### src/rtl/dfu_load_dma_ctrl.sv
// rtl/dfu_load_dma_ctrl.sv - load data-fetch controller: IDU pop, per-row DMA config writes, SRAM beat steering
module dfu_load_dma_ctrl #(
  parameter int                 INSTR_WIDTH = 256,
  parameter int                 DATA_WIDTH  = 64,
  parameter int                 AR_AW       = 16,
  parameter int                 SRAM_AW     = 10,
  parameter int                 NUM_BUF     = 4,
  parameter logic [AR_AW-1:0]   CFG_BASE    = 'h403
) (
  input  logic                   clk,
  input  logic                   rst,
  input  logic                   idu2dfu_load_fifo_empty,
  output logic                   dfu2idu_load_instr_req,
  input  logic [INSTR_WIDTH-1:0] idu2dfu_load_instr,
  input  logic                   idu2dfu_load_instr_vld,
  output logic                   dfu2ar_grant_req,
  input  logic                   ar2dfu_grant,
  output logic                   dfu2ar_wr_req,
  output logic                   dfu2ar_addr_vld,
  output logic                   dfu2ar_data_out_vld,
  output logic [AR_AW-1:0]       dfu2ar_addr,
  output logic [DATA_WIDTH-1:0]  dfu2ar_data_out,
  input  logic                   ar2dfu_ack,
  input  logic                   ar2dfu_data_in_vld,
  input  logic                   ar2dfu_ack_data_done,
  output logic [NUM_BUF-1:0]     sram_wr_en,
  output logic [SRAM_AW-1:0]     sram_wr_addr,
  output logic                   dfu2idu_load_instr_done,
  output logic                   dfu2ar_write_interrupt,
  output logic                   dfu2idu_load_err
);

  typedef enum logic [2:0] {IDLE, FETCH, DECODE, CFG, DATA} state_t;

  state_t             state;
  logic [15:0]        x_q;
  logic [15:0]        y_q;
  logic [7:0]         sel_q;
  logic [15:0]        stride_q;
  logic [63:0]        dram_q;
  logic [63:0]        sram_q;
  logic [63:0]        src_q;
  logic [15:0]        row_q;
  logic [SRAM_AW-1:0] beat_q;
  logic [1:0]         cfg_idx;
  logic               strobe_q;
  logic [AR_AW-1:0]   addr_q;
  logic [DATA_WIDTH-1:0] data_q;
  logic               grant_req_q;
  logic               req_q;
  logic               done_q;
  logic               err_q;
  logic               irq_q;

  logic               bad_sel;
  logic               more_rows;
  logic [15:0]        stride_eff;
  logic               wr_active;
  logic               strobe;
  logic               unused_instr_bits;

  assign unused_instr_bits = ^{idu2dfu_load_instr[7:0], idu2dfu_load_instr[INSTR_WIDTH-1:192]};

  assign bad_sel    = {1'b0, sel_q} >= 9'(NUM_BUF);
  assign more_rows  = ({1'b0, row_q} + 17'd1) < {1'b0, y_q};
  assign stride_eff = (stride_q == 16'd0) ? x_q : stride_q;

  // Strobes follow grant combinationally so they never stay up while ownership is lost.
  assign strobe    = strobe_q & ar2dfu_grant & rst;
  assign wr_active = rst && (state == DATA) && ar2dfu_data_in_vld;

  always_comb begin
    sram_wr_en = '0;
    for (int i = 0; i < NUM_BUF; i++) begin
      sram_wr_en[i] = wr_active && (sel_q == 8'(i));
    end
  end

  assign sram_wr_addr = wr_active ? (sram_q[SRAM_AW-1:0] + beat_q) : '0;

  assign dfu2ar_wr_req           = strobe;
  assign dfu2ar_addr_vld         = strobe;
  assign dfu2ar_data_out_vld     = strobe;
  assign dfu2ar_addr             = addr_q;
  assign dfu2ar_data_out         = data_q;
  assign dfu2ar_grant_req        = grant_req_q;
  assign dfu2idu_load_instr_req  = req_q;
  assign dfu2idu_load_instr_done = done_q;
  assign dfu2idu_load_err        = err_q;
  assign dfu2ar_write_interrupt  = irq_q;

  always_ff @(posedge clk) begin
    if (!rst) begin
      state       <= IDLE;
      x_q         <= '0;
      y_q         <= '0;
      sel_q       <= '0;
      stride_q    <= '0;
      dram_q      <= '0;
      sram_q      <= '0;
      src_q       <= '0;
      row_q       <= '0;
      beat_q      <= '0;
      cfg_idx     <= '0;
      strobe_q    <= 1'b0;
      addr_q      <= '0;
      data_q      <= '0;
      grant_req_q <= 1'b0;
      req_q       <= 1'b0;
      done_q      <= 1'b0;
      err_q       <= 1'b0;
      irq_q       <= 1'b0;
    end else begin
      req_q  <= 1'b0;
      done_q <= 1'b0;
      err_q  <= 1'b0;
      irq_q  <= 1'b0;
      case (state)
        IDLE: begin
          if (!idu2dfu_load_fifo_empty) begin
            req_q <= 1'b1;
            state <= FETCH;
          end
        end
        FETCH: begin
          if (idu2dfu_load_instr_vld) begin
            x_q      <= idu2dfu_load_instr[23:8];
            y_q      <= idu2dfu_load_instr[39:24];
            sel_q    <= idu2dfu_load_instr[47:40];
            stride_q <= idu2dfu_load_instr[63:48];
            dram_q   <= idu2dfu_load_instr[127:64];
            sram_q   <= idu2dfu_load_instr[191:128];
            state    <= DECODE;
          end
        end
        DECODE: begin
          if (bad_sel) begin
            done_q <= 1'b1;
            err_q  <= 1'b1;
            state  <= IDLE;
          end else if (y_q == 16'd0) begin
            done_q <= 1'b1;
            state  <= IDLE;
          end else begin
            grant_req_q <= 1'b1;
            row_q       <= '0;
            beat_q      <= '0;
            src_q       <= dram_q;
            cfg_idx     <= '0;
            strobe_q    <= 1'b0;
            state       <= CFG;
          end
        end
        CFG: begin
          // strobe_q low here is either CFG entry or the one-cycle gap after an ack.
          if (!strobe_q) begin
            strobe_q <= 1'b1;
            case (cfg_idx)
              2'd0: begin
                addr_q <= CFG_BASE;
                data_q <= DATA_WIDTH'(x_q);
              end
              2'd1: begin
                addr_q <= CFG_BASE + AR_AW'(2);
                data_q <= DATA_WIDTH'(src_q);
              end
              default: begin
                addr_q <= CFG_BASE + AR_AW'(4);
                data_q <= DATA_WIDTH'(sram_q);
              end
            endcase
          end else if (ar2dfu_grant && ar2dfu_ack) begin
            strobe_q <= 1'b0;
            if (cfg_idx == 2'd2) begin
              irq_q <= 1'b1;
              state <= DATA;
            end else begin
              cfg_idx <= cfg_idx + 2'd1;
            end
          end
        end
        DATA: begin
          if (ar2dfu_data_in_vld) begin
            beat_q <= beat_q + SRAM_AW'(1);
          end
          if (ar2dfu_ack_data_done) begin
            if (more_rows) begin
              row_q   <= row_q + 16'd1;
              src_q   <= src_q + {48'd0, stride_eff};
              cfg_idx <= '0;
              state   <= CFG;
            end else begin
              done_q      <= 1'b1;
              grant_req_q <= 1'b0;
              state       <= IDLE;
            end
          end
        end
        default: state <= IDLE;
      endcase
    end
  end

endmodule
### config.mk
export PLATFORM = sky130hd
export DESIGN_NAME = dfu_load_dma_ctrl
export DESIGN_NICKNAME = d
export VERILOG_FILES = /design/src/rtl/dfu_load_dma_ctrl.sv
export SDC_FILE = /design/constraint.sdc
export NUM_CORES = 1
export LEC_CHECK = 0
export CORE_ASPECT_RATIO = 0.5
export CORE_MARGIN = 4
export CORE_UTILIZATION = 58
export DETAILED_ROUTE_END_ITERATION = 10
export DONT_BUFFER_PORTS = 1
export PLACE_DENSITY = 0.85
export SKIP_LAST_GASP = 1
export SYNTH_ARGS = -nofsm -noshare
export SYNTH_HDL_FRONTEND = slang
export SYNTH_SLANG_ARGS = --single-unit
### constraint.sdc
create_clock -name clk -period 3.5 [get_ports clk]
set_clock_uncertainty 0.05 [all_clocks]
set_input_delay 0.7 -clock clk [delete_from_list [all_inputs] [get_ports clk]]
set_output_delay 0.7 -clock clk [all_outputs]
set_load 0.1 [all_outputs]
**Word level (Yosys, flattened, before mapping)**

Cells that the tools add are included.
Widths: inputs -> output; s select.

- Bits of input ports: 264
- Flip-flop bits (word level): 365

- Add/subtract/negate cells: 6
- Bitwise logic cells: 3
- Eq/ne operators: 21
- Order comparisons: 2
- Multiplexer cells: 54
- Reduce and logical (&&, ||, !) cells: 26

Operators by type and width:

| operator | count |
|---|---|
| $mux 64 | 4 |
| $pmux 64 s2 | 2 |
| $mux 16 | 5 |
| $add 64x16->64 | 1 |
| $mux 10 | 4 |
| $logic_not 16->1 | 2 |
| $pmux 16 s2 | 1 |
| $ne 2x2->1 const B | 12 |
| $mux 2 | 10 |
| $pmux 10 s2 | 1 |
| $mux 3 | 6 |
| $add 16x1->17 const B | 1 |
| $lt 17x16->1 | 1 |
| $add 16x1->16 const B | 1 |
| $eq 8x2->1 const B | 2 |
| $mux 1 | 15 |
| $pmux 3 s5 | 1 |
| $add 10x1->10 const B | 1 |
| $add 10x10->10 | 1 |
| $reduce_and 5->1 | 2 |
| $eq 8x1->1 const B | 1 |
| $ge 8x3->1 const B | 1 |
| $logic_not 8->1 | 1 |
| $reduce_and 2->1 | 4 |
| other kinds (20) | 32 |

**Depth between registers and ports, before layout**

Gate-level depths: netlist of run 1.

- Word-level depth: 6
- Depth in mapped cells: 17
- Depth with buffers taken out: 14

**Least setup slack after synthesis of run 1**

No wires, ideal clock.

- Path kind: input-to-output
- Start point: in rst
- End point: out sram_wr_en[0]
- Cell stages on the path: 5
- Slack: -1.683 ns
- Data arrival time: 4.433 ns
- Cells stage by stage: clkbuf_1 > inv_1 > nor2_1 > nand2_1 > nor4_1

- Longest elaborated chain between the ends: 3

RTL lines:

| what | line | source |
|---|---|---|
| start: declaration | 11 | `input logic rst,` |
| $logic_and 1x1->1 (2 in series) | 70 | `assign wr_active = rst && (state == DATA) && ar2dfu_data_in_vld;` |
| $logic_and 1x1->1 | 75 | `sram_wr_en[i] = wr_active && (sel_q == 8'(i));` |
| end: declaration | 26 | `output logic [NUM_BUF-1:0] sram_wr_en,` |

Every way passes these cells.

**Worst setup path after layout of run 1**

- Start point: reg row_q[1]
- End point: reg src_q[26]

- Longest elaborated chain between the ends: 4

RTL lines:

| what | line | source |
|---|---|---|
| start: declaration | 43 | `logic [15:0] row_q;` |
| start signal: assignment | 188 | `row_q <= row_q + 16'd1;` |
| $add 16x1->17 | 65 | `assign more_rows = ({1'b0, row_q} + 17'd1) < {1'b0, y_q};` |
| $lt 17x16->1 | 65 |  |
| $ne 2x2->1 (no source line) | - |  |
| $reduce_and 5->1 (no source line) | - |  |
| end signal: assignment | 148 | `src_q <= dram_q;` |
| end signal: assignment | 189 | `src_q <= src_q + {48'd0, stride_eff};` |
| end: declaration | 42 | `logic [63:0] src_q;` |

Every way passes these cells.
A chain may end at the register's enable or synchronous reset.

==> Implementation_results.wiki, run 1 <==
{| class="wikitable"
! Metric !! Value
|-
| Max-capacitance violation count || 0
|-
| Setup-failing EPs final || 5
|-
| Initial standard-cell utilization of the core || 59.0%
|-
| Worst R2R Path Depth || 14
|-
| Count of port buffers added during placement || 0
|-
| Max IR drop VDD || 402 uV
|-
| Distinct cell type count after synthesis || 77
|-
| Static Leak || 6.97 nW
|-
| Ratio of final minimum period to clock period || 103%
|-
| Routed wire length per instance || 20.8 microns
|-
| Number of synthesized register bits || 352
|-
| TritonCTS buffer count || 31
|-
| # nets final || 2523
|-
| Kind of start point of the critical path || flop
|-
| CTS tree || done
|-
| Peak fanout along the critical path || 7
|-
| Number of antenna repair diodes || 0
|-
| Worst hold-check slack || 0.139 ns
|-
| Hold depth || 1
|-
| First-iteration detailed-routing DRC count || 2066
|-
| RePlAce Congestion || 0.947
|-
| All-Layer GR Usage || 30.7%
|-
| Standard cell core area || 29000 sq um
|-
| Number of antenna-violating nets in the routed design || 0
|-
| Total half-perimeter wirelength after legalization and detailed placement || 36000 microns
|-
| Gate Count Post-Synth || 2212
|-
| Area of the die || 32500 sq um
|-
| Residual overflow from global routing || 0
|-
| Post-synthesis sequential area ratio || 41.2%
|-
| EDFF count, synth || 0
|-
| IO Count || 366
|-
| Most area-hungry cell type in the Yosys netlist || sky130_fd_sc_hd__dfxtp_1
|-
| X dimension of the die || 251 microns
|-
| Top area cells in the synthesized netlist || sky130_fd_sc_hd__dfxtp_1 (41%), sky130_fd_sc_hd__nand2_1 (11%), sky130_fd_sc_hd__a21oi_1 (8.9%)
|-
| RR Endpoint || src_q[26]$_SDFFE_PN0P_
|-
| Power Dens Cells || 510 nW/um^2
|-
| # H-tree levels || 1
|-
| Router iterations before antenna repair || 7
|-
| Ratio of cells with drive above 1 in the final layout || 13.8%
|-
| Class of the worst hold path || input pin to flop
|-
| Number of fill cells in the layout || 2216
|-
| Clock root cell || sky130_fd_sc_hd__clkbuf_16
|-
| Endpoint kind of the worst setup timing path || flop
|-
| Post-synthesis instance area || 17100 sq um
|-
| Die Height || 129 microns
|-
| Data arrival time at the worst-slack endpoint || 4.04 ns
|-
| DRC violations left || 0
|-
| First-pass GRT wire length || 81900 microns
|-
| Required time reported for the critical path endpoint || 3.94 ns
|-
| Total number of yosys warnings || 0
|-
| Status || complete, but fails checks
|-
| RSZ-0062 raised after global routing || yes
|-
| Latest clock arrival within the worst-skew pair || 0.59 ns
|-
| Vias per std cell || 6.42
|-
| Clock Sink Count || 352
|-
| Endpoint of the worst hold-timing path || dfu2idu_load_instr_req$_SDFF_PN0_
|-
| Max-slew headroom || 23.7%
|-
| Share of synthesized flip-flops with an asynchronous set or reset || 0%
|-
| Area overhead of the layout relative to synthesis || 16.5%
|-
| Via count || 16900
|-
| Violations in the final reports || setup timing
|-
| Beginning of the worst register-to-register path || row_q[1]$_SDFFE_PN0P_
|-
| Actual slew at the worst max-slew pin || 1.14 ns
|-
| Pin count of the biggest net entering global routing || 122
|-
| Standard-cell rows || 44
|-
| Number of hold-repair buffers added at the cts stage || 0
|-
| Post-Route WL || 54600 microns
|-
| Most frequently used flop master after synthesis || sky130_fd_sc_hd__dfxtp_1
|-
| Number of antenna violations at the first check in global routing || 0
|-
| Highest-count cells in the layout ignoring fill and taps || sky130_fd_sc_hd__nand2_1 (508), sky130_fd_sc_hd__dfxtp_1 (343), sky130_fd_sc_hd__a21oi_1 (294), sky130_fd_sc_hd__nor2_1 (136), sky130_fd_sc_hd__buf_4 (100)
|-
| Fmax || 0.278 GHz
|-
| Placement Setup Slack || -0.179 ns
|-
| Setup Crit Path Kind || flop to flop
|-
| Final worst setup slack || -0.0994 ns
|-
| Clock-pin slew on the worst setup and hold paths || 0.07 ns
|-
| Maximum count of clock buffers along a single path || 3
|-
| Syn avg cell area || 7.74 sq um
|-
| Via count of the first global-routing pass || 15600
|-
| Max Transition Viols Final || 0
|-
| Commonest non-fill, non-tap cell in the layout || sky130_fd_sc_hd__nand2_1
|-
| Post-layout minimum cycle time || 3.60 ns
|-
| Top cell type's share of synthesized area || 41.2%
|-
| Start point of the worst min-delay path || idu2dfu_load_fifo_empty
|-
| Minimum setup slack among reg-to-reg paths || -0.1 ns
|-
| Final-report hold violation count || 0
|}
-- Yosys cell counts (7+ instances only) --
master,n
sky130_fd_sc_hd__o31ai_1,14
sky130_fd_sc_hd__o311ai_0,7
sky130_fd_sc_hd__inv_1,33
sky130_fd_sc_hd__o22ai_1,8
sky130_fd_sc_hd__nor4_1,17
sky130_fd_sc_hd__o31a_1,12
sky130_fd_sc_hd__nand4_1,27
sky130_fd_sc_hd__and2_1,9
sky130_fd_sc_hd__a32o_1,8
sky130_fd_sc_hd__or3_1,10
sky130_fd_sc_hd__a31oi_1,24
sky130_fd_sc_hd__and4_1,7
sky130_fd_sc_hd__buf_1,13
sky130_fd_sc_hd__a311oi_1,21
sky130_fd_sc_hd__a22oi_1,20
sky130_fd_sc_hd__nor3b_1,50
sky130_fd_sc_hd__buf_2,18
sky130_fd_sc_hd__xnor2_1,18
sky130_fd_sc_hd__a21oi_1,304
sky130_fd_sc_hd__nand2_1,510
sky130_fd_sc_hd__clkbuf_1,133
sky130_fd_sc_hd__dfxtp_1,352
sky130_fd_sc_hd__a22o_1,7
sky130_fd_sc_hd__o21ai_0,55
sky130_fd_sc_hd__ha_1,46
sky130_fd_sc_hd__a21o_1,31
sky130_fd_sc_hd__buf_4,18
sky130_fd_sc_hd__a211oi_1,56
sky130_fd_sc_hd__nor3_1,20
sky130_fd_sc_hd__nor2_1,148
sky130_fd_sc_hd__nand3_1,45
sky130_fd_sc_hd__and3_1,30
sky130_fd_sc_hd__xor2_1,21
sky130_fd_sc_hd__o211ai_1,19
-- worst max path at each step --
stage,cells past startpoint,end,startpoint
floorplan,9,sram_wr_addr[8],beat_q[0]$_SDFFE_PN0P_
global placement,13,src_q[56]$_SDFFE_PN0P_,stride_q[10]$_SDFFE_PN0P_
CTS,9,sram_wr_addr[9],sram_q[1]$_SDFFE_PN0P_
finish,14,src_q[26]$_SDFFE_PN0P_,row_q[1]$_SDFFE_PN0P_
detailed placement,14,src_q[31]$_SDFFE_PN0P_,stride_q[10]$_SDFFE_PN0P_
global route,16,src_q[26]$_SDFFE_PN0P_,row_q[2]$_SDFFE_PN0P_
-- routing by layer --
metal	global-route usage (%)	wire, microns
met1	39.4	21400
met2	51.0	25400
met3	6.98	5280
met4	12.3	2460
met5	0	0
-- flip-flops by register name (all words and copies together) (netlist names), 8 cells and up --
name / flops
dfu2ar_data_out: 64
dram_q: 64
sram_q: 64
src_q: 64
row_q: 16
stride_q: 16
x_q: 16
y_q: 16
beat_q: 10
sel_q: 8
-- logic make-up (layout without fill, tap and decap cells) --
| group | after synthesis | after routing | synth area share [%] |
|---|---|---|---|
| xor+xnor | 39 | 39 | 2.00 |
| buf+inv | 215 | 228 | 5.24 |
| fa+ha+maj | 48 | 48 | 3.60 |
| flops | 352 | 352 | 41.2 |
| simple gates | 908 | 908 | 23.9 |
| other cells | 1 | 12 | 0.0219 |
| compound gates | 649 | 649 | 24.0 |
-- layout make-up --
cell class | count | area, sq um | share of cell area, %
Clock buffer | 40 | 890 | 4.46
Multi-Input combinational cell | 1656 | 9710 | 48.7
Sequential cell | 352 | 7070 | 35.5
Timing Repair Buffer | 137 | 1420 | 7.12
Clock inverter | 18 | 220 | 1.10
Tap cell | 391 | 489 | 2.45
Inverter | 33 | 131 | 0.659
-- stage by stage --
stage | instance area [sq um] | util (%) | cells | power [mW] | TNS, ns
after floorplan | 17200 | - | 2223 | 5.91 | -0.377
after global placement | 18200 | 62.7 | 2544 | 6.35 | -1.11
final | 19900 | 68.7 | 2627 | 10.2 | -0.157
after detailed placement | 18200 | 62.7 | 2544 | 6.39 | -2.44
after global routing | 19900 | 68.7 | 2627 | 10.5 | -2.08
after CTS | 19400 | 67.0 | 2607 | 10.1 | -0.0192
-- report_power, final --
| part | leakage, nW | internal (mW) | switching [mW] |
|---|---|---|---|
| logic | 3.58 | 0.604 | 0.997 |
| clock network | 0.536 | 2.10 | 1.62 |
| registers | 2.86 | 4.26 | 0.588 |
| total | 6.97 | 6.96 | 3.21 |
-- worst max-delay path, stage by stage, from the launching register on --
cell	delay (ns)
sky130_fd_sc_hd__dfxtp_4	0.37
sky130_fd_sc_hd__ha_4	0.13
sky130_fd_sc_hd__and3_4	0.19
sky130_fd_sc_hd__and3_4	0.18
sky130_fd_sc_hd__and3_4	0.22
sky130_fd_sc_hd__xor2_1	0.25
sky130_fd_sc_hd__ha_1	0.31
sky130_fd_sc_hd__a21oi_1	0.17
sky130_fd_sc_hd__o21ai_0	0.20
sky130_fd_sc_hd__a221o_1	0.46
sky130_fd_sc_hd__a21oi_4	0.25
sky130_fd_sc_hd__buf_12	0.18
sky130_fd_sc_hd__buf_8	0.15
sky130_fd_sc_hd__o21ai_0	0.11
sky130_fd_sc_hd__a32o_1	0.29
-- repair_timing --
action | CTS | global route
pin swaps | 8 | 46
setup endpoints to repair | 66 | 88
gates cloned | 1 | 2
gates resized for setup | 19 | 86
setup buffers | 4 | 19
Note: power is estimated with default switching activity, not from simulation.
==> run 2: changes to the inputs <==
CORE_MARGIN = 5   (was 4)
CORE_UTILIZATION = 45   (was 58)
CTS_CLUSTER_SIZE = 14   (was unset)
PLACE_DENSITY = 0.71   (was 0.85)
==> run 2 against run 1 <==
Compared with the run above:
- the flow still finishes with violations (setup timing)
- first-iteration DRC count fell by 28%
- clock power rose by 4%
- wire length rose by 2.8%
- core utilization fell by 14 points
- via count fell by 3.1%
- critical path depth rose by 2
- sequential power barely moved
- global-route usage fell by 6.0 points
- combinational power barely moved
==> Implementation_results.wiki, run 2 (synthesis gave the netlist of run 1 again) <==
{| class="wikitable"
! Metric !! Value
|-
| CTS tree || done
|-
| Die Height || 148 microns (+14%)
|-
| Max IR drop VDD || 247 uV (-39%)
|-
| Commonest non-fill, non-tap cell in the layout || sky130_fd_sc_hd__nand2_1
|-
| Initial standard-cell utilization of the core || 45.7% (-13 points)
|-
| Number of antenna-violating nets in the routed design || 0 (unchanged)
|-
| Static Leak || 7.13 nW (+2.2%)
|-
| Routed wire length per instance || 20.4 microns (-1.8%)
|-
| Post-layout minimum cycle time || 3.53 ns (-0.0692 ns)
|-
| Residual overflow from global routing || 0 (unchanged)
|-
| Data arrival time at the worst-slack endpoint || 3.90 ns (-0.14 ns)
|-
| First-pass GRT wire length || 84800 microns (+3.5%)
|-
| Status || complete, but fails checks
|-
| Sequence of cells on the critical path || ha_4 > and3_4 > and3_4 > and3_4 > nand3_4 > xnor2_2 > ha_1 > a21o_1 > a21oi_2 > o21ai_2 > a221o_1 > a21oi_4 > buf_6 > clkbuf_16 > o21ai_0 > a32o_1
|-
| Critical path's largest stage delay || 0.37 ns (-0.09 ns)
|-
| Pin count of the biggest net entering global routing || 137 (+12%)
|-
| Max Transition Viols Final || 0 (unchanged)
|-
| Post-Route WL || 56100 microns (+2.8%)
|-
| # nets final || 2544 (+0.83%)
|-
| Violations in the final reports || setup timing
|-
| Standard-cell rows || 50 (+14%)
|-
| Maximum count of clock buffers along a single path || 3 (unchanged)
|-
| IO Count || 366 (unchanged)
|-
| X dimension of the die || 286 microns (+14%)
|-
| Count of port buffers added during placement || 0 (unchanged)
|-
| RSZ-0062 raised after global routing || yes
|-
| Final worst setup slack || -0.0301 ns (+0.0692 ns)
|-
| Number of fill cells in the layout || 3423 (+54%)
|-
| RePlAce Congestion || 0.924 (-2.4%)
|-
| Cell internal power dissipation || 7.12 mW (+2.2%)
|-
| Switching power of the nets || 3.25 mW (+1.1%)
|-
| Area of the die || 42300 sq um (+30%)
|-
| Clock-pin slew on the worst setup and hold paths || 0.07 ns (about the same)
|-
| All-Layer GR Usage || 24.7% (-6.0 points)
|-
| Standard cell core area || 37500 sq um (+29%)
|-
| Crit path max-delay cell type || sky130_fd_sc_hd__dfxtp_4
|-
| Placement Setup Slack || -0.178 ns (+0.000796 ns)
|-
| Router iterations before antenna repair || 6 (-1)
|-
| Number of hold-repair buffers added at the cts stage || 0 (unchanged)
|-
| First-iteration detailed-routing DRC count || 1486 (-28%)
|-
| Endpoint kind of the worst setup timing path || flop
|-
| Total half-perimeter wirelength after legalization and detailed placement || 38600 microns (+7.0%)
|-
| Actual slew at the worst max-slew pin || 1.04 ns (-0.108 ns)
|-
| Setup Crit Path Kind || flop to flop
|-
| Latest clock arrival within the worst-skew pair || 0.54 ns (-0.05 ns)
|-
| Via count || 16300 (-3.1%)
|-
| Area overhead of the layout relative to synthesis || 19.3%
|-
| Kind of start point of the critical path || flop
|-
| Clock power frac || 37.3% (+0.7 points)
|-
| Portion of total power attributed to sequential cells || 46.9% (-0.7 points)
|-
| Clock root cell || sky130_fd_sc_hd__clkbuf_16
|-
| TritonCTS buffer count || 35 (+13%)
|-
| DRC violations left || 0 (unchanged)
|-
| Most common cell on crit path || sky130_fd_sc_hd__and3_4
|-
| Share of total power consumed by net switching || 31.3% (-0.21 points)
|-
| Combined area of the multi-input logic cells || 9820 sq um (+1.1%)
|-
| Required time reported for the critical path endpoint || 3.87 ns (-0.07 ns)
|-
| Combinational group share of total power || 15.8% (about the same)
|-
| Setup-failing EPs final || 5 (unchanged)
|-
| Ratio of cells with drive above 1 in the final layout || 15.2% (+1.3 points)
|-
| Via count of the first global-routing pass || 15300 (-1.9%)
|-
| Power Dens Cells || 507 nW/um^2 (-0.60%)
|-
| Number of antenna violations at the first check in global routing || 1 (+1)
|-
| Class of the worst hold path || input pin to flop
|-
| Max-capacitance violation count || 0 (unchanged)
|-
| Vias per std cell || 5.94 (-7.5%)
|-
| Worst hold-check slack || 0.195 ns (+0.0555 ns)
|-
| Max-slew headroom || 30.8% (+7.1 points)
|-
| Highest-count cells in the layout ignoring fill and taps || sky130_fd_sc_hd__nand2_1 (508), sky130_fd_sc_hd__dfxtp_1 (344), sky130_fd_sc_hd__a21oi_1 (287), sky130_fd_sc_hd__nor2_1 (136), sky130_fd_sc_hd__buf_4 (105)
|-
| Clock Sink Count || 352 (unchanged)
|-
| # H-tree levels || 2 (+1)
|-
| Final-report hold violation count || 0 (unchanged)
|-
| Area of all sequential standard cells || 7060 sq um (-0.16%)
|-
| Peak fanout along the critical path || 5 (-2)
|-
| Ratio of final minimum period to clock period || 101% (-2.0 points)
|-
| Fmax || 0.283 GHz (+2.0%)
|}
-- run 2: through the flow --
stage	instance area (sq um)	instances	power [mW]	TNS (ns)	util [%]
finish	20400	2750	10.4	-0.0887	54.5
global route	20400	2750	10.8	-3.00	54.5
CTS	19800	2727	10.3	0	52.7
detailed placement	18500	2661	6.43	-2.54	49.3
global placement	18500	2661	6.39	-1.05	49.3
floorplan	17200	2223	5.91	-0.377	-
-- run 2: final timing paths --
path,start,end,slack [ns],depth (start not counted)
worst max-delay path,row_q[1]$_SDFFE_PN0P_,src_q[24]$_SDFFE_PN0P_,-0.03,16
worst min-delay path,idu2dfu_load_fifo_empty,dfu2idu_load_instr_req$_SDFF_PN0_,0.19,1
worst max register to register,row_q[1]$_SDFFE_PN0P_,src_q[24]$_SDFFE_PN0P_,-0.03,16
worst min register to register,sram_q[53]$_SDFFE_PN0P_,sram_q[53]$_SDFFE_PN0P_,0.40,2
-- run 2: final cells by class --
type,instances,share of cell area (%)
multi-input combinational,1656,48.1
sequential,352,34.6
timing repair buffer,154,8.05
clock buffer,48,5.03
tap,494,3.03
inverter,33,0.643
clock inverter,12,0.607
antenna,1,0.0123
-- run 2: worst max-delay path, delay by kind of cell (launching register included) --
| family | cells | cell delay [ns] |
|---|---|---|
| buffers and inverters | 2 | 0.29 |
| adders and majority gates | 2 | 0.47 |
| xor gates and xnor gates | 1 | 0.17 |
| AOI/OAI and AO/OA | 7 | 1.41 |
| DFF | 1 | 0.37 |
| and+or+nand+nor | 4 | 0.66 |
-- run 2: repair_timing --
action / 4_1_cts / 5_1_grt
setup buffers: 5 / 19
cloned: 1 / 4
endpoints found under the setup margin: 58 / 86
gates resized for setup: 18 / 113
pin swaps: 10 / 61
-- run 2: routing by layer --
metal  up-vias  routed length, microns  global-route usage [%]
met5         -                       0                       0
met4         0                    1680                    8.03
met3        94                    3940                    4.36
met2       611                   27000                    41.2
met1      7770                   23500                    32.7
li1       7871                       -                       -
-- run 2: power by group through the flow --
| stage | clock (mW) | sequential, mW | combinational, mW |
|---|---|---|---|
| 2_1_floorplan | 0 | 4.84 | 1.07 |
| 3_3_place_gp | 0 | 4.94 | 1.46 |
| 3_5_place_dp | 0 | 4.94 | 1.48 |
| 4_1_cts | 3.92 | 4.85 | 1.53 |
| 5_1_grt | 4.11 | 4.88 | 1.80 |
| 6_report | 3.87 | 4.86 | 1.63 |
==> variant 1, RTL diff (flow settings as in run 2) <==
Put one more register stage on the output `dfu2idu_load_err`, with the module's reset. The value now appears one clock later. The other outputs are not delayed to match.
--- a/src/rtl/dfu_load_dma_ctrl.sv
+++ b/src/rtl/dfu_load_dma_ctrl.sv
@@ -86,7 +86,13 @@
   assign dfu2ar_grant_req        = grant_req_q;
   assign dfu2idu_load_instr_req  = req_q;
   assign dfu2idu_load_instr_done = done_q;
-  assign dfu2idu_load_err        = err_q;
+  always_ff @(posedge clk) begin
+    if (!rst) begin
+      dfu2idu_load_err <= '0;
+    end else begin
+      dfu2idu_load_err <= err_q;
+    end
+  end
   assign dfu2ar_write_interrupt  = irq_q;
 
   always_ff @(posedge clk) begin
Check against the original RTL: not settled (the Yosys comparison gave no result); the edit may change what the design does.
==> variant 1 against run 2 <==
  * The flow still finishes with violations (negative setup slack)
  * Clock power is 5% higher
  * Total power is 5.7% higher
  * Sequential cell count is 1 higher
  * Critical path depth is 2 lower
  * Worst setup slack worse by 0.16 ns
  * Synthesized area is 0.87% lower
  * Wire length hardly changed
  * Utilization is 1.4 points higher
  * Final area is 2.1% higher
  * Count of clock-buffer cells in the layout is 2 higher
  * Critical endpoint is now src_q[45]
  * Largest cell class unchanged
  * Largest power group unchanged
==> variant 1: results (changes against run 2) <==
Global route
  – Vias in the first global route: 15100 (-1.0%)
  – Largest net degree at the start of global routing: 214 (+56%)
  – Antenna violations before repair: 0 (-1)
  – GRT Util Overall: 24.83% (+0.15 points)
  – First-pass GRT wire length: 84.39 mm (-0.43%)

Critical path
  – Slowest-stage cell, CP: or4_1
  – FF-to-FF End: src_q[45]
  – RR Startpoint: row_q[0]
  – Crit start category: register
  – Worst Reg-to-Reg Cells: 14 (-2)
  – CP Data Arrival Time: 4.08 ns (+0.18 ns)
  – Worst Path Max Fanout: 4 (-1)
  – Slowest stage delay, CP: 0.47 ns (+0.10 ns)
  – Crit path capture type: register

Pwr
  – VDD IR max: 262.6 uV (+6.3%)
  – Sw power: 3.502 mW (+7.9%)
  – Seq. pwr: 4.99 mW (+3%)
  – Sequential share of power: 45.5% (-1.4 points)
  – Clock power share: 37.1% (-0.2 points)
  – P_leak: 7.487 nW (+5.0%)

Synthesis
  – Yosys cell types: 77 (unchanged)
  – Mapped Cells: 2205 (-0.32%)
  – Post-synth top cells: nand2_1, dfxtp_1, a21oi_1
  – Seq/Total Area, Yosys: 41.66% (+0.48 points)
  – Synth Warn #: 0 (unchanged)
  – Area contributors post-synth: dfxtp_1, nand2_1, a21oi_1

Place
  – DP Area: 18510 sq um (+0.26%)
  – Setup WS pre-CTS: -0.2292 ns (-0.05094 ns)
  – Gpl congestion: 0.9335 (+1.0%)
  – Placed instance count: 2694 (+1.2%)
  – Post-DP HPWL: 38.77 mm (+0.52%)

Clocking
  – Total CTS buffers: 35 (unchanged)
  – Clock Path Buffers: 3 (unchanged)
  – Root Buffer: clkbuf_16
  – H-tree Lvls: 2 (unchanged)
  – Clk_lat worst skew: 0.54 ns (about the same)

Min path
  – Min-Delay Path Class: in2reg

Final layout
  – Antenna diodes: 0 (-1)
  – Share of layout cells above drive strength 1: 17.68% (+2.5 points)
  – Nets: 2583 (+1.5%)

Timing
  – # setup viols final: 62 (+57)
  – Setup WS post-layout: -0.1893 ns (-0.1592 ns)
  – Post-route setup TNS: -5.333 ns (-5.244 ns)
  – Least-Margin Pin Slew: 1.064 ns (+0.02682 ns)

Status
  – Failing checks: negative setup slack
  – Status: finished with violations

Routing
  – Vias per cell: 5.788 (-2.6%)
  – Final WL: 56.09 mm (about the same)
  – WL/cell: 20.10 microns (-1.4%)
  – DRT iter0 DRCs: 1563 (+5.2%)
[variant 1: changes by cell type after synthesis, sizes merged, moves of 8 or more]
cell	before	now
a211oi	57	65
a21oi	306	325
a31oi	24	16
buf	49	33
nand2	510	500
nand4	29	18
nor2	149	171
o211ai	19	6
[variant 1: area by class of cell]
class                      instances  area, sq um
inverter                          34        135.1
multi-input combinational       1657         9863
sequential                       353         7091
clock inverter                    12        167.7
timing repair buffer             190         1914
clock buffer                      50         1055
fill                            3365        16440
tap                              494        618.1
[variant 1: layer usage]
metal  vias to the layer above  global-route usage [%]  wire length (microns)
met3                       125                   4.450                   3500
li1                       7868                       -                      -
met2                       489                   41.59                  26850
met5                         -                       0                      0
met4                         0                   7.674                   1892
met1                      7667                   32.91                  23850
[variant 1: what timing repair did]
item	4_1_cts	5_1_grt
gates cloned	4	2
gates resized for setup	52	127
pin swaps	31	54
setup buffers	17	14
setup endpoints to repair	71	86
[variant 1: worst min-delay path by stage]
stage / cells past startpoint / startpoint / endpoint / slack [ns]
6_report: 1 / idu2dfu_load_fifo_empty / dfu2idu_load_instr_req / 0.22
5_1_grt: 1 / idu2dfu_load_fifo_empty / dfu2idu_load_instr_req / 0.21
4_1_cts: 1 / idu2dfu_load_fifo_empty / dfu2idu_load_instr_req / 0.21
3_5_place_dp: 1 / err_q / dfu2idu_load_err / 0.38
3_3_place_gp: 1 / err_q / dfu2idu_load_err / 0.39
2_1_floorplan: 1 / err_q / dfu2idu_load_err / 0.36
[variant 1: kinds of logic (layout without fill, tap and decap cells)]
logic type	Yosys count	after routing	synth area share (%)
xor gates and xnor gates	40	40	2.065
buffers and inverters	206	286	4.942
adders and majority gates	48	48	3.629
other	1	12	0.02211
DFF	353	353	41.66
and+or+nand+nor	919	919	24.34
muxes	5	5	0.3098
AOI/OAI and AO/OA	633	633	23.03
==> variant 2, RTL diff (settings of run 2) <==
Made on the original files. Change the parameter `SRAM_AW` from 10 to 12.
--- a/src/rtl/dfu_load_dma_ctrl.sv
+++ b/src/rtl/dfu_load_dma_ctrl.sv
@@ -3,7 +3,7 @@
   parameter int                 INSTR_WIDTH = 256,
   parameter int                 DATA_WIDTH  = 64,
   parameter int                 AR_AW       = 16,
-  parameter int                 SRAM_AW     = 10,
+  parameter int                 SRAM_AW     = 12,
   parameter int                 NUM_BUF     = 4,
   parameter logic [AR_AW-1:0]   CFG_BASE    = 'h403
 ) (
Ports: changed (resized sram_wr_addr); port bits go from 366 to 368. No check against the original RTL was run, so the function may have changed too.
==> variant 2 against run 2 <==
  * The flow still finishes with violations (negative setup slack)
  * Count of clock-buffer cells in the layout is 1 lower
  * Fmax is 2.2% lower
  * Total power hardly changed
  * Sequential cell count is 2 higher
  * Synthesized area is 0.99% higher
  * Final area is 4.4% higher
  * Worst setup slack worse by 0.081 ns
  * Wire length is 1.0% lower
  * Non-clock buffer count is 35 higher
  * Critical path type unchanged
  * Critical endpoint is now src_q[62]
  * Largest cell class unchanged
==> variant 2: results (changes against run 2) <==
Status
  – Status: finished with violations
  – Failing checks: negative setup slack

Synthesis
  – Mux cell area share after synthesis: 0.2389% (+0.24 points)
  – Adder-Cell Fraction of Synth Area: 3.707% (+0.11 points)
  – Area contributors post-synth: dfxtp_1, nand2_1, a21oi_1
  – Async S/R FF share, synth: 0% (unchanged)
  – Xor/xnor cell area share of the yosys netlist: 2.027% (+0.031 points)
  – Post-synthesis compound-gate area fraction: 23.65% (-0.40 points)
  – Synth Warn #: 0 (unchanged)
  – Post-synth top cells: nand2_1, dfxtp_1, a21oi_1
  – Seq/Total Area, Yosys: 41.01% (-0.17 points)
  – Yosys cell types: 82 (+6.5%)
  – Mean Syn Cell Area: 7.770 sq um (+0.44%)

Min path
  – WHS Path Cells: 1 (unchanged)
  – Min-Delay Path Class: in2reg
  – Hold path startpoint: idu2dfu_load_fifo_empty

Final layout
  – Nets: 2596 (+2.0%)
  – Share of layout cells above drive strength 1: 18.04% (+2.9 points)

Routing
  – Final WL: 55.48 mm (-1.0%)
  – Vias per cell: 5.827 (-2.0%)
  – Routed vias: 16470 (+0.78%)
  – DRT iter0 DRCs: 1481 (-0.34%)
  – DRT Pass-1 Iters: 5 (-1)

Clocking
  – Worst-path clk slew: 0.07 ns (about the same)
  – Post-CTS Setup Bufs: 6 (+1)
  – Total CTS buffers: 36 (+2.9%)
  – Root Buffer: clkbuf_16
  – PostCTS Resize Cnt: 55 (+37)

Critical path
  – Worst Path Max Fanout: 5 (unchanged)
  – CP Data Arrival Time: 4.02 ns (+0.12 ns)
  – Crit path launch: stride_q[10]
  – Worst Reg-to-Reg Cells: 14 (-2)
  – FF-to-FF End: src_q[62]

Timing
  – Post-route setup TNS: -1.324 ns (-1.235 ns)
  – Setup WS post-layout: -0.1113 ns (-0.08113 ns)
  – # setup viols final: 28 (+23)
  – Relative slew slack: 20.11% (-11 points)
  – Final hold viol count: 0 (unchanged)
  – Hold Slack: 0.1792 ns (-0.01549 ns)

Place
  – DP Area: 18920 sq um (+2.5%)
  – Port Buffers: 0 (unchanged)
  – Post-DP HPWL: 37.21 mm (-3.5%)
  – Placed instance count: 2735 (+2.8%)
  – Setup WS pre-CTS: -0.3188 ns (-0.1405 ns)
  – Gpl congestion: 0.8915 (-3.5%)

Global route
  – First-pass GRT wire length: 84.16 mm (-0.70%)
  – Largest net degree at the start of global routing: 205 (+50%)
  – Vias in the first global route: 15430 (+1.1%)
  – GRT Util Overall: 24.13% (-0.55 points)
  – Antenna violations before repair: 1 (unchanged)

Pwr
  – P_leak: 7.481 nW (+5.0%)
  – VDD IR max: 279.9 uV (+13%)
  – Total internal power: 7.232 mW (+1.6%)
## variant 2: changes by cell type in the layout (fill, tap and decap cells not counted), moves of 8 or more
| cell | run 2 | this run |
|---|---|---|
| nand2_1 | 508 | 473 |
| buf_4 | 105 | 129 |
| o211ai_1 | 19 | 4 |
| o21ai_0 | 43 | 58 |
| nor2_1 | 136 | 148 |
| a211oi_2 | 2 | 13 |
| a211oi_1 | 54 | 64 |
| nand3b_1 | 0 | 10 |
| buf_6 | 16 | 24 |
| o21ai_1 | 6 | 14 |
| o31a_1 | 12 | 4 |
## variant 2: power by group through the flow
stage / sequential [mW] / clock (mW) / combinational [mW]
2_1_floorplan: 4.77 / 0 / 1.01
3_3_place_gp: 4.85 / 0 / 1.35
3_5_place_dp: 4.85 / 0 / 1.37
4_1_cts: 4.76 / 4.11 / 1.44
5_1_grt: 4.80 / 4.29 / 1.69
6_report: 4.78 / 4.05 / 1.54
## variant 2: routing by layer
layer  up-vias  GRT usage (%)  routed length, microns
met3        78          3.890                    3381
met4         0          6.288                    1014
met2       499          39.57                   26430
met5         -              0                       0
met1      7921          33.42                   24660
li1       7975              -                       -
## variant 2: worst max-delay path, cell delays in order, from the launching register on
cell and delay, ns:
dfxtp_1 0.31, nor4_1 0.32, and4_4 0.30, a21o_1 0.13
ha_2 0.18, inv_2 0.04, fa_2 0.36, nor2b_4 0.15
o31ai_4 0.07, a2111o_1 0.52, buf_6 0.16, a31o_4 0.23
nor3_4 0.36, a211oi_2 0.12, a211oi_1 0.21
## variant 2: final cells by class
class	instances	area [sq um]
Antenna cell	1	2.502
Clock buffer	47	1013
Clock inverter	15	192.7
Fill cell	3438	16340
Inverter	33	131.4
Multi-Input combinational cell	1668	10270
Sequential cell	354	7111
Tap cell	520	650.6
Timing Repair Buffer	189	1953
